## src/rtl/matmult_pkg.sv

```systemverilog
// Shared parameters, state encoding and index-width helper for the matrix-multiply controller.
package matmult_pkg;

  localparam int N          = 4;
  localparam int DATA_WIDTH = 32;
  localparam int IDX_W      = $clog2(N);
  localparam int TIMEOUT    = 64;

  typedef enum logic [2:0] {
    IDLE,
    ISSUE,
    WAIT,
    WRITE,
    DONE,
    ERROR
  } state_t;

  // Keeps index ports at least one bit wide when N is 1.
  function automatic int idx_w(input int n);
    return (n > 1) ? $clog2(n) : 1;
  endfunction

endpackage

```

## src/rtl/matmult_idx_cnt.sv

```systemverilog
// Row-major (row, col) walker over an NxN result; last flags the final element.
module matmult_idx_cnt
  import matmult_pkg::*;
#(
  parameter int N  = matmult_pkg::N,
  parameter int IW = idx_w(N)
) (
  input  logic          clk,
  input  logic          reset,
  input  logic          clear,
  input  logic          advance,
  output logic [IW-1:0] row,
  output logic [IW-1:0] col,
  output logic          last
);

  localparam logic [IW-1:0] MAX = IW'(N - 1);

  always_ff @(posedge clk or negedge reset) begin
    if (!reset) begin
      row <= '0;
      col <= '0;
    end else if (clear) begin
      row <= '0;
      col <= '0;
    end else if (advance) begin
      if (col == MAX) begin
        col <= '0;
        row <= (row == MAX) ? '0 : row + 1'b1;
      end else begin
        col <= col + 1'b1;
      end
    end
  end

  assign last = (row == MAX) && (col == MAX);

endmodule

```

## src/rtl/matmult_ctrl.sv

```systemverilog
// Sequences an external dot-product unit over all NxN result elements and emits row-major writes.
module matmult_ctrl
  import matmult_pkg::*;
#(
  parameter int N          = matmult_pkg::N,
  parameter int DATA_WIDTH = matmult_pkg::DATA_WIDTH,
  parameter int TIMEOUT    = matmult_pkg::TIMEOUT
) (
  input  logic                  clk,
  input  logic                  reset,
  input  logic                  start,
  input  logic                  product_done,
  input  logic [DATA_WIDTH-1:0] sum,
  output logic                  enable_product,
  output logic [idx_w(N)-1:0]   a_row,
  output logic [idx_w(N)-1:0]   b_col,
  output logic                  res_we,
  output logic [idx_w(N)-1:0]   res_row,
  output logic [idx_w(N)-1:0]   res_col,
  output logic [DATA_WIDTH-1:0] res_data,
  output logic                  busy,
  output logic                  done,
  output logic                  error
);

  localparam int IW = idx_w(N);
  localparam int CW = $clog2(TIMEOUT + 1);

  state_t        state, state_nxt;
  logic [CW-1:0] wait_cnt;
  logic          timeout_hit;
  logic          clr_idx, adv_idx, last;

  matmult_idx_cnt #(.N(N), .IW(IW)) u_idx (
    .clk     (clk),
    .reset   (reset),
    .clear   (clr_idx),
    .advance (adv_idx),
    .row     (a_row),
    .col     (b_col),
    .last    (last)
  );

  assign timeout_hit = (wait_cnt == CW'(TIMEOUT - 1));
  assign res_row     = a_row;
  assign res_col     = b_col;

  always_ff @(posedge clk or negedge reset) begin
    if (!reset) state <= IDLE;
    else        state <= state_nxt;
  end

  always_comb begin
    state_nxt      = state;
    enable_product = 1'b0;
    res_we         = 1'b0;
    busy           = 1'b1;
    done           = 1'b0;
    clr_idx        = 1'b0;
    adv_idx        = 1'b0;
    case (state)
      IDLE: begin
        busy = 1'b0;
        if (start) begin
          clr_idx   = 1'b1;
          state_nxt = ISSUE;
        end
      end
      ISSUE: begin
        enable_product = 1'b1;
        state_nxt      = WAIT;
      end
      WAIT: begin
        // A result arriving on the timeout cycle is still accepted.
        enable_product = 1'b1;
        if (product_done)     state_nxt = WRITE;
        else if (timeout_hit) state_nxt = ERROR;
      end
      WRITE: begin
        res_we = 1'b1;
        if (last) begin
          state_nxt = DONE;
        end else begin
          adv_idx   = 1'b1;
          state_nxt = ISSUE;
        end
      end
      DONE: begin
        done      = 1'b1;
        state_nxt = IDLE;
      end
      ERROR:   state_nxt = IDLE;
      default: state_nxt = IDLE;
    endcase
  end

  always_ff @(posedge clk or negedge reset) begin
    if (!reset) begin
      wait_cnt <= '0;
      res_data <= '0;
      error    <= 1'b0;
    end else begin
      if (state == ISSUE)
        wait_cnt <= '0;
      else if (state == WAIT && !timeout_hit)
        wait_cnt <= wait_cnt + 1'b1;

      if (state == WAIT && product_done)
        res_data <= sum;

      // Sticky until the next accepted start.
      if (state == IDLE && start)
        error <= 1'b0;
      else if (state == WAIT && !product_done && timeout_hit)
        error <= 1'b1;
    end
  end

endmodule

```

## config.mk

```make
export PLATFORM = sky130hd
export DESIGN_NAME = matmult_ctrl
export DESIGN_NICKNAME = d
export VERILOG_FILES = /design/src/rtl/matmult_pkg.sv /design/src/rtl/matmult_idx_cnt.sv /design/src/rtl/matmult_ctrl.sv
export SDC_FILE = /design/constraint.sdc
export NUM_CORES = 1
export LEC_CHECK = 0
export ABC_AREA = 1
export CORE_AREA = 4 4 70 79
export DETAILED_ROUTE_END_ITERATION = 10
export DIE_AREA = 0 0 74 83
export GPL_TIMING_DRIVEN = 1
export HOLD_SLACK_MARGIN = 0.06
export PLACE_DENSITY = 0.82
export REMOVE_ABC_BUFFERS = 1
export SYNTH_ARGS = -nofsm -noshare
export SYNTH_HDL_FRONTEND = slang
export SYNTH_HIERARCHICAL = 1
export SYNTH_SLANG_ARGS = --single-unit
```

## constraint.sdc

```tcl
create_clock -name clk -period 3.8 [get_ports clk]
set_input_delay 0.76 -clock clk [delete_from_list [all_inputs] [get_ports clk]]
set_output_delay 0.76 -clock clk [all_outputs]
set_load 0.05 [all_outputs]
```

# Yosys cells after proc, flatten, opt, wreduce, memory -nomap -nowiden
# Index checks and enable logic that the tools add are counted.
[word_totals] regBits=47 in_bits=36
[classes] n_eq_ne=9 n_mux=24 reduce_logical=16 add_sub_neg=3
[op_table] cell="2-bit two-way mux" n=7
[op_table] cell="7-bit two-way mux" n=2
[op_table] cell="3-bit two-way mux" n=4
[op_table] cell="3-bit one-hot mux with 4 select lines" n=1
[op_table] cell="1-bit two-way mux" n=10
[op_table] cell="2-bit nonzero test" n=4
[op_table] cell="7-bit by 1-bit adder with 7-bit output (second input constant)" n=1
[op_table] cell="7-bit by 6-bit equality test with 1-bit output (second input constant)" n=1
[op_table] cell="3-bit by 2-bit equality test with 1-bit output (second input constant)" n=2
[op_table] cell="1-bit logical AND" n=6
[op_table] cell="2-bit by 1-bit adder with 2-bit output (second input constant)" n=2
[op_table] cell="2-bit equality test (second input constant)" n=2
[op_table] cell="2-bit AND reduction" n=2
[op_table] cell="3-bit by 1-bit equality test with 1-bit output (second input constant)" n=1
[op_table] cell="3-bit equality test (second input constant)" n=1
[op_table] cell="3-bit zero test" n=1
[op_table] cell="3-bit inequality test (second input constant)" n=1
[op_table] cell="1-bit zero test" n=2
[op_table] cell="2-bit inequality test (second input constant)" n=1
[op_table] cell="2-bit OR reduction" n=1

# Logic depth before layout (Yosys ltp)
[logic_depth] ltp_word=6 depth_mapped=8 mapped_depth_nobuf=8

# By module
# The synthesis kept the hierarchy.
[modules_own_cells] mod="matmult_ctrl" area_per_inst_um2=1961.9 cells_each=234 instances=1 seq_area_each_um2=1076.0
[modules_own_cells] mod="matmult_idx_cnt" area_per_inst_um2=215.2 cells_each=26 instances=1 seq_area_each_um2=100.1

# Worst setup path before layout
# OpenSTA, ideal clock, no wires.
[synth_timing] path_type="flip-flop to output port" startpoint="register state[1]" endpoint="output done" stages_incl_launch_ff=2 slack_ns=1.446 required_time_ns=3.040 path_buffers=0 arrival_time_ns=1.594 cell_sequence="dfrtp_1 -> nor3b_1"
[synth_between] elab_chain_len=2
[synth_lines] element="from (decl)" line_no="matmult_ctrl.sv:29" rtl="state_t state, state_nxt;"
[synth_lines] element="from (signal assigned)" line_no="matmult_ctrl.sv:50" rtl="else state <= state_nxt;"
[synth_lines] element="3-bit equality test" line_no="matmult_ctrl.sv:61" rtl="case (state)"
[synth_lines] element="1-bit two-way mux" line_no="matmult_ctrl.sv:61"
[synth_lines] element="to (decl)" line_no="matmult_ctrl.sv:22" rtl="output logic done,"
# No other way between the ends.

# Final worst setup path
[layout_timing] startpoint="register state[0]" endpoint="output enable_product"
[layout_between] elab_chain_len=3
[layout_lines] element="3-bit by 1-bit equality test with 1-bit output / 3-bit by 2-bit equality test with 1-bit output (equally long branches)" line_no="matmult_ctrl.sv:61"
[layout_lines] element="2-bit OR reduction (no line) (*)"
[layout_lines] element="1-bit two-way mux (*)" line_no="matmult_ctrl.sv:61"
[layout_lines] element="to (decl)" line_no="matmult_ctrl.sv:14" rtl="output logic enable_product,"
# Mark *: on every way between the ends. The rest lies on a longest branch, timed or not.

==> impl_metrics.py <==
metrics = {
    "status": {
        "status": "finished, final reports clean",
    },
    "clock_tree": {
        "insertion_delay_ns": 0.29,
        "cts_root_buf": "clkbuf_8",
        "cts_max_level": 2,
        "clk_pin_slew_ns": 0.08,
        "cts_hold_buf": 0,
        "cts_resized": 0,
        "clock_sinks": 47,
        "cts_setup_buffers": 0,
        "cts_buffers": 5,
        "clockBufferDepth": 2,
        "tritoncts": "built",
    },
    "cells_and_area": {
        "layout-drive-gt1-share_pct": 6.27,
        "n_fill_cell": 420,
        "area_delta_synth_final_pct": 40.7,
        "layout_commonest_cell": "nand2_1",
        "final_cell_mix": "98 x nand2_1, 79 x clkdlybuf4s50_1, 47 x nand3_1, 47 x dfrtp_1, 18 x inv_1",
        "nets": 373,
        "n_antenna_cell": 0,
    },
    "timing": {
        "finalSetupViolCount": 0,
        "fin_crit_sh_pct": 71.7,
        "tightest_slew_ns": 1.01,
        "fmax_ghz": 0.367,
        "slew_headroom_pct": 32.6,
        "fin_crit_ns": 2.72,
        "rsz0062_at_grt": "no",
        "slew_viol_final": 0,
        "setup_tns_ns": 0,
        "whs_ns": 0.473,
        "clock_skew_ns": 0.00765,
        "hold_viol": 0,
    },
    "routing": {
        "num_vias": 1923,
        "ant_nets": 0,
        "drt_pre_antenna_iters": 4,
        "drc": 0,
        "wl_per_cell_um": 12.3,
        "drtIter0Drc": 147,
        "wl_mm": 4.82,
        "via_per_inst": 4.89,
    },
    "power": {
        "peakVddDrop_v": 0.000446,
        "power_frac_clock_pct": 11.6,
        "p_leak_nw": 1.54,
        "p_comb_share_pct": 58.5,
        "switching_share_pct": 50.5,
        "p_int_mw": 1.36,
        "p_switching_mw": 1.39,
        "powerDensity_mw_per_mm2": 895,
        "pwr-share-seq_pct": 30.0,
        "power_mw": 2.74,
    },
    "synthesis": {
        "syn_avg_cell_area_sq_um": 8.37,
        "syn_inst": 260,
        "ys_seq_area_share_pct": 54.0,
        "mappedNetlistArea_sq_mm": 0.00218,
        "yosysWarningCount": 6,
        "synth-seq-cells": 47,
        "synth.distinct_cells": 26,
    },
    "critical_path": {
        "startpoint_type": "register",
        "path_max_fanout": 9,
        "required_ns": 3.04,
        "worstSetupPathType": "reg -> out",
        "setup.worst_path.end_class": "output port",
        "arrival_ns": 1.96,
    },
    "floorplan": {
        "initial_core_util_pct": 45.1,
        "die_y_um": 83,
        "placementRows": 27,
        "dieArea_sq_mm": 0.00614,
        "die_width_um": 74,
        "num_io_pins": 81,
        "core_region_area_sq_mm": 0.00483,
    },
    "placement": {
        "dp_hpwl_mm": 3.49,
        "io_buffers": 80,
        "gp_congestion": 0.808,
    },
    "global_routing": {
        "grt_max_degree": 48,
        "antenna_found_initial": 0,
        "grtUsageTotal_pct": 16.6,
        "overflow": 0,
        "grt_pass1_wl_mm": 8.18,
        "grt_pass1_vias": 1859,
    },
    "min_path": {
        "hp-class": "reg -> reg",
    },
    "flow_run": {
        "drv_cap": 0,
    },
}
==> stage by stage <==
stage	instance area [sq um]	worst slack, ns	util [%]	instances
3_5_place_dp	2960	1.38	61.4	385
2_1_floorplan	2090	1.45	-	246
5_1_grt	3060	0.938	63.4	393
6_report	3060	1.08	63.4	393
4_1_cts	3060	1.05	63.4	393
3_3_place_gp	2960	1.42	61.4	385
==> worst paths after layout <==
path                        startpoint             end  slack [ns]  cells past startpoint
setup / recovery              state[0]  enable_product        1.08                      5
hold / removal             res_data[1]     res_data[1]        0.47                      2
setup reg to reg              state[0]    res_data[22]        1.89                      6
hold reg to reg            res_data[1]     res_data[1]        0.47                      2
max in group asynchronous        reset    res_data[23]        2.53                      1
min in group asynchronous        reset    u_idx/row[1]        0.64                      1
==> cell usage after synthesis <==
cell | number | share of area, %
nand2_2 | 3 | 0.86
ha_1 | 3 | 1.7
nand3_2 | 1 | 0.46
nor2_1 | 11 | 1.9
o21ai_1 | 1 | 0.23
o21bai_1 | 1 | 0.34
clkinv_2 | 1 | 0.23
nor3b_1 | 1 | 0.34
o22ai_1 | 1 | 0.29
nand3b_1 | 2 | 0.69
buf_4 | 9 | 3.1
a21oi_1 | 1 | 0.23
nor2_4 | 3 | 1.6
xor2_1 | 1 | 0.40
buf_2 | 2 | 0.46
inv_1 | 18 | 3.1
a31oi_1 | 1 | 0.29
clkbuf_1 | 3 | 0.52
nor2_2 | 1 | 0.29
dfrtp_1 | 47 | 54
inv_2 | 1 | 0.17
nand3_1 | 47 | 11
nand2_1 | 98 | 17
nand2_4 | 1 | 0.52
nand4_1 | 1 | 0.29
inv_4 | 1 | 0.29
==> registers in the layout, summed over array words and instances (netlist names) <==
| name | cells |
|---|---|
| state | 3 |
| res_data | 32 |
| u_idx/row | 2 |
| u_idx/col | 2 |
| wait_cnt | 7 |
| error | 1 |
==> power groups by stage <==
stage | logic [mW] | registers [mW] | clock network [mW]
finish | 1.60 | 0.822 | 0.317
global placement | 1.60 | 0.823 | 0
detailed placement | 1.62 | 0.826 | 0
floorplan | 0.462 | 1.42 | 0
global route | 1.71 | 0.854 | 0.348
CTS | 1.62 | 0.823 | 0.333
==> critical path, stage by stage (launching register included) <==
cell and delay [ns]:
dfrtp_1 0.38, inv_1 0.05, nor2_1 0.18, nand2_2 0.18, nand2_1 0.09, clkdlybuf4s50_1 0.79
==> cell families after synthesis <==
family,after synthesis,synth area share [%]
adder cells (fa/ha/maj),3,1.72
flip-flops,47,54.0
AND/OR/NAND/NOR,169,34.6
XOR/XNOR,1,0.402
buffers and inverters,35,7.87
AO/OA/AOI/OAI,5,1.38
==> area by class of cell <==
class	count	area, sq um	area share, %
Sequential cell	47	1180	38.4
Multi-Input combinational cell	178	830	27.1
Inverter	21	82.6	2.69
Tap cell	58	72.6	2.37
Timing Repair Buffer	81	803	26.2
Clock buffer	8	100	3.27
==> layer usage <==
layer / vias to the layer above / track usage, % / wire length (um)
li1: 962 / - / -
met1: 886 / 21.0 / 2040
met2: 73 / 27.7 / 2360
met3: 2 / 4.72 / 399
met4: 0 / 3.46 / 15
met5: - / 0 / 0
Power figures use the tool's default switching activity.
